<file path="src/rtl/cdb_arbiter_pkg.sv">
// Shared writeback packet type and CDB sizing used by the CDB arbiter and its selector.
package cdb_arbiter_pkg;

  localparam int unsigned PIPE_WIDTH = 2;
  localparam int unsigned TAG_WIDTH  = 6;
  localparam int unsigned DATA_WIDTH = 32;

  typedef struct packed {
    logic                  is_valid;
    logic [TAG_WIDTH-1:0]  dest_tag;
    logic [DATA_WIDTH-1:0] result;
  } writeback_packet_t;

  // Index width that stays at least one bit for single-entry arrays.
  function automatic int unsigned idx_width(input int unsigned n);
    return (n > 1) ? $clog2(n) : 1;
  endfunction

endpackage

</file>
<file path="src/rtl/cdb_rr_select.sv">
// Combinational round-robin multi-grant selector: picks up to NUM_CDB requesters,
// scanning upward from rr_ptr modulo NUM_FU; port k receives the k-th pick.
module cdb_rr_select
  import cdb_arbiter_pkg::*;
#(
  parameter int unsigned NUM_FU  = 4,
  parameter int unsigned NUM_CDB = PIPE_WIDTH,
  localparam int unsigned IDX_W  = idx_width(NUM_FU)
) (
  input  logic [NUM_FU-1:0]  req,
  input  logic [IDX_W-1:0]   rr_ptr,
  output logic [IDX_W-1:0]   grant_idx [NUM_CDB],
  output logic [NUM_CDB-1:0] grant_vld
);

  localparam int unsigned CNT_W = idx_width(NUM_CDB);

  always_comb begin
    int unsigned cnt;
    int unsigned idx;
    cnt       = 0;
    idx       = 0;
    grant_vld = '0;
    for (int unsigned k = 0; k < NUM_CDB; k++) begin
      grant_idx[k] = '0;
    end
    for (int unsigned off = 0; off < NUM_FU; off++) begin
      idx = (32'(rr_ptr) + off) % NUM_FU;
      if (req[IDX_W'(idx)] && (cnt < NUM_CDB)) begin
        grant_idx[CNT_W'(cnt)] = IDX_W'(idx);
        grant_vld[CNT_W'(cnt)] = 1'b1;
        cnt = cnt + 1;
      end
    end
  end

endmodule

</file>
<file path="src/rtl/cdb_arbiter.sv">
// Common data bus arbiter: one holding slot per FU, round-robin multi-grant onto NUM_CDB
// registered broadcast ports. Define CDB_BYPASS_EN to let empty-slot arrivals compete same cycle.
module cdb_arbiter
  import cdb_arbiter_pkg::*;
#(
  parameter int unsigned NUM_FU  = 4,
  parameter int unsigned NUM_CDB = PIPE_WIDTH
) (
  input  logic              clk,
  input  logic              rst,
  input  logic              flush,
  input  writeback_packet_t fu_wb_pkt [NUM_FU],
  output logic [NUM_FU-1:0] fu_wb_rdy,
  output writeback_packet_t cdb_ports [NUM_CDB]
);

  localparam int unsigned      IDX_W    = idx_width(NUM_FU);
  localparam logic [IDX_W-1:0] LAST_IDX = IDX_W'(NUM_FU - 1);

  writeback_packet_t  slot_q [NUM_FU];
  writeback_packet_t  slot_d [NUM_FU];
  logic [NUM_FU-1:0]  occ_q, occ_d;
  logic [IDX_W-1:0]   rr_ptr_q, rr_ptr_d;
  writeback_packet_t  cdb_d [NUM_CDB];

  logic [NUM_FU-1:0]  req, granted, xfer, bypassed;
  writeback_packet_t  cand [NUM_FU];
  logic [IDX_W-1:0]   grant_idx [NUM_CDB];
  logic [NUM_CDB-1:0] grant_vld;

  // An occupied slot always wins over a same-FU arrival; arrivals only compete for empty slots.
  always_comb begin
    req = '0;
    for (int unsigned i = 0; i < NUM_FU; i++) begin
`ifdef CDB_BYPASS_EN
      req[i]  = occ_q[i] | fu_wb_pkt[i].is_valid;
      cand[i] = occ_q[i] ? slot_q[i] : fu_wb_pkt[i];
`else
      req[i]  = occ_q[i];
      cand[i] = slot_q[i];
`endif
    end
  end

  cdb_rr_select #(
    .NUM_FU  (NUM_FU),
    .NUM_CDB (NUM_CDB)
  ) u_select (
    .req       (req),
    .rr_ptr    (rr_ptr_q),
    .grant_idx (grant_idx),
    .grant_vld (grant_vld)
  );

  always_comb begin
    granted = '0;
    for (int unsigned k = 0; k < NUM_CDB; k++) begin
      if (grant_vld[k]) begin
        granted[grant_idx[k]] = 1'b1;
      end
    end
  end

  assign fu_wb_rdy = ~occ_q | granted | {NUM_FU{flush}};
  // A granted empty slot means the arrival went straight to the bus and must not be stored.
  assign bypassed  = granted & ~occ_q;

  always_comb begin
    xfer = '0;
    for (int unsigned i = 0; i < NUM_FU; i++) begin
      xfer[i] = fu_wb_pkt[i].is_valid & fu_wb_rdy[i];
    end
  end

  always_comb begin
    slot_d = slot_q;
    occ_d  = occ_q;
    for (int unsigned i = 0; i < NUM_FU; i++) begin
      if (flush) begin
        occ_d[i] = 1'b0;
      end else if (xfer[i] && !bypassed[i]) begin
        slot_d[i] = fu_wb_pkt[i];
        occ_d[i]  = 1'b1;
      end else if (granted[i]) begin
        occ_d[i] = 1'b0;
      end
    end
  end

  // Later ports hold later picks in scan order, so the last write leaves the final grant.
  always_comb begin
    rr_ptr_d = rr_ptr_q;
    for (int unsigned k = 0; k < NUM_CDB; k++) begin
      cdb_d[k] = '0;
      if (!flush && grant_vld[k]) begin
        cdb_d[k] = cand[grant_idx[k]];
        rr_ptr_d = (grant_idx[k] == LAST_IDX) ? '0 : grant_idx[k] + 1'b1;
      end
    end
  end

  always_ff @(posedge clk or negedge rst) begin
    if (!rst) begin
      occ_q    <= '0;
      rr_ptr_q <= '0;
      for (int unsigned i = 0; i < NUM_FU; i++) begin
        slot_q[i] <= '0;
      end
      for (int unsigned k = 0; k < NUM_CDB; k++) begin
        cdb_ports[k] <= '0;
      end
    end else begin
      occ_q     <= occ_d;
      rr_ptr_q  <= rr_ptr_d;
      slot_q    <= slot_d;
      cdb_ports <= cdb_d;
    end
  end

endmodule

</file>
<file path="config.mk">
export PLATFORM = sky130hd
export DESIGN_NAME = cdb_arbiter
export DESIGN_NICKNAME = d
export VERILOG_FILES = /design/src/rtl/cdb_arbiter_pkg.sv /design/src/rtl/cdb_rr_select.sv /design/src/rtl/cdb_arbiter.sv
export SDC_FILE = /design/constraint.sdc
export NUM_CORES = 1
export LEC_CHECK = 0
export ABC_AREA = 1
export CORE_MARGIN = 3
export CORE_UTILIZATION = 45
export CTS_BUF_LIST = sky130_fd_sc_hd__clkbuf_8 sky130_fd_sc_hd__clkbuf_16
export DETAILED_ROUTE_END_ITERATION = 16
export DONT_BUFFER_PORTS = 1
export HOLD_SLACK_MARGIN = 0.05
export MAX_ROUTING_LAYER = met4
export PLACE_DENSITY = 0.56
export SLEW_MARGIN = 20
export SYNTH_ARGS = -nofsm -noshare
export SYNTH_HDL_FRONTEND = slang
export SYNTH_SLANG_ARGS = --single-unit
</file>
<file path="constraint.sdc">
create_clock -name clk -period 9.35 [get_ports clk]
set_input_delay 0.935 -clock clk [delete_from_list [all_inputs] [get_ports clk]]
set_output_delay 0.935 -clock clk [all_outputs]
set_load 0.01 [all_outputs]
</file>
==> flow_summary.toml <==
[timing]
tightestPinTransition_ns = 0.9917
holdWs_ns = 0.09096
timing.final.crit_period_ns = 5.761
timing.fmax_ghz = 0.1736
drv_slew = 0
report.final.hold_viol_count = 0
timing.setup.tns_ns = 0
finalCritPeriodShare = 0.6161
rsz0062_at_grt = "no"
final_setup_skew_ns = 0.007455
relSlewSlack = 0.3365
timing.final.setup_violations = 0

[hold_path]
holdCritPathClass = "primary input to async pin"

[finish]
areaGrowthSynthToFinish_pct = 6.673
antennaDiodeCount = 0
n_fill_cell = 2534
post_route_cells_drive_above_1_share = 0.05285
fin_nets = 1573

[routing]
drcViolationCount = 0
iteration_0_drc_count_of_the_detailed_router = 926
routedWlPerCell_um = 19.99
vias_per_cell = 5.378
count_of_vias_placed_by_the_detailed_router = 9406
total_detailed_routing_wirelength_mm = 34.97
detail_route.first_pass.iterations = 5
final_antenna_net_count = 0

[clocking]
worst_skew_pair.late_latency_ns = 0.54
tritoncts = "built"
hold_fix_buffer_count_after_cts = 0
clockRootBuffer = "sky130_fd_sc_hd__clkbuf_16"
cts.repair_timing.setup_buffer_count = 0
cts-htree-levels = 1
cts_inserted_buffers = 27
clock_sink_count = 240
cts_max_path_buffers = 3
cts_resized = 0
clkTransAtPathRegs_ns = 0.06

[global_routing]
gr-usage-all-layers = 0.2509
antenna_violations_before_repair = 0
grt_start_max_net_pins = 241
wire_length_of_the_first_global_routing_pass_mm = 54.53
grt_pass1_vias = 9133
remaining_overflow_grt = 0

[synthesis]
synth_top_flop_cell = "sky130_fd_sc_hd__dfrtp_1"
netlist.top_cell.by_area = "sky130_fd_sc_hd__dfrtp_1"
post-synth-top-area-fraction = 0.5052
number_of_library_cell_types_mapped_by_synthesis = 30
syn_avg_cell_area_um2 = 8.114
synth_edf_count = 0
yosysWarningCount = 0
synth-seq-cells = 240
netlist_instances = 1465
synth.top_cells.by_area = "sky130_fd_sc_hd__dfrtp_1, sky130_fd_sc_hd__nand2_1, sky130_fd_sc_hd__o21ai_0"
mappedNetlistNets = 1637
synth.most_common_cell = "sky130_fd_sc_hd__nand2_1"
top_post_synthesis_cells_by_count = "sky130_fd_sc_hd__nand2_1, sky130_fd_sc_hd__dfrtp_1, sky130_fd_sc_hd__inv_1"
ys_async_sr_fraction = 1.000
synth.yosys.seq_area_share = 0.5052
syn-cell-area_um2 = 11890

[critical_path]
crit_fanout = 86
timing_worst_setup_path_type = "flop to primary output"
cp_data_required_time_ns = 8.42
end_kind = "primary output"
startpoint_type = "flop"
r2r.worst_path.cells = 19
critical_path.reg2reg.startpoint = "rr_ptr_q[0]"
reg2reg_setup_slack_ns = 3.83
timing.critical_path.arrival_ns = 4.83
crit_end = "fu_wb_rdy[2]"
timing.rr.end = "cand[110]"
timing.critical_path.from = "rr_ptr_q[0]"

[floorplan]
floorplan.initialDensity = 0.4654
design.die.area_um2 = 28400
core_um2 = 25540
pin_count = 241
die-width_um = 168.5
die_y_um = 168.5
row_count = 58

[run_status]
outcome = "finished clean"

[place]
io_buffers = 0
gp_congestion = 0.8577
place.detailed.hpwl_mm = 23.03

[flow_run]
maxCapViolCount = 0
## placed cells by master, fill, tap and decap left out, drive strengths merged
master    instances
nand4            46
clkbuf           32
clkinv            2
nand2           378
clkinvlp          1
o211ai           76
bufinv            1
inv             232
ha               13
a21oi           123
nand3b            5
nand3            16
o21ai           202
buf               7
xnor2             1
dfrtp           240
nor2             43
xor2              1
## worst min-delay path by stage
stage	slack, ns	cells past startpoint	endpoint
detailed placement	0.45	2	cand[77]
finish	0.09	0	cand[13]
global placement	0.45	2	cand[155]
floorplan	0.43	2	cand[155]
global route	0.07	0	cand[13]
CTS	0.08	0	cand[13]
## cell type report
| type | instances | area, µm² | share of cell area |
|---|---|---|---|
| clock buffer | 32 | 744.5 | 0.05871 |
| clock inverter | 15 | 93.84 | 0.007400 |
| inverter | 221 | 832.0 | 0.06561 |
| multi-input combinational | 904 | 4536 | 0.3577 |
| sequential | 240 | 6006 | 0.4736 |
| tap | 330 | 412.9 | 0.03256 |
| timing repair buffer | 7 | 56.30 | 0.004440 |
## worst max-delay path, cell delays in order (launching register included)
cell and delay [ns]:
sky130_fd_sc_hd__dfrtp_1 0.66, sky130_fd_sc_hd__xor2_1 0.45, sky130_fd_sc_hd__nand2_2 0.15, sky130_fd_sc_hd__nand2_2 0.15
sky130_fd_sc_hd__inv_1 0.07, sky130_fd_sc_hd__ha_1 0.34, sky130_fd_sc_hd__inv_1 0.10, sky130_fd_sc_hd__o21ai_1 0.08
sky130_fd_sc_hd__nand2_2 0.12, sky130_fd_sc_hd__nand3b_4 0.19, sky130_fd_sc_hd__nand2_1 0.10, sky130_fd_sc_hd__nand2_4 0.54
sky130_fd_sc_hd__buf_4 0.74, sky130_fd_sc_hd__ha_1 0.28, sky130_fd_sc_hd__nand2_2 0.07, sky130_fd_sc_hd__nand4_1 0.17
## stage by stage
stage	instance area (µm²)	utilization	instances	setup slack, ns
after floorplan	11890	-	1465	5.486
after global routing	12680	0.4964	1749	3.126
final	12680	0.4964	1749	3.589
after CTS	12680	0.4963	1749	3.577
after global placement	11840	0.4635	1702	3.959
after detailed placement	11840	0.4635	1702	3.811
## per-layer routing
metal | GRT usage | vias up | share of wire
met5 | - | - | 0
met4 | 0.04340 | 0 | 0.018
met3 | 0.05465 | 47 | 0.077
met2 | 0.3419 | 338 | 0.41
met1 | 0.3886 | 4419 | 0.50
li1 | - | 4602 | -
## state kept, by name, summed over array words and instances (netlist names)
| register | cells |
|---|---|
| occ_q | 4 |
| cand | 156 |
| rr_ptr_q | 2 |
| cdb_ports | 78 |
## logic make-up (layout without fill, tap and decap cells)
| logic type | after synthesis | count (layout) | synth area share |
|---|---|---|---|
| simple gates | 488 | 488 | 0.1766 |
| fa+ha+maj | 13 | 13 | 0.01368 |
| compound gates | 401 | 401 | 0.1851 |
| buf+inv | 321 | 275 | 0.1179 |
| flops | 240 | 240 | 0.5052 |
| xor+xnor | 2 | 2 | 0.001474 |
Power is left out: the tool's default activity adds up to more than one toggle a clock period on the data nets, which glitch-free logic cannot reach.
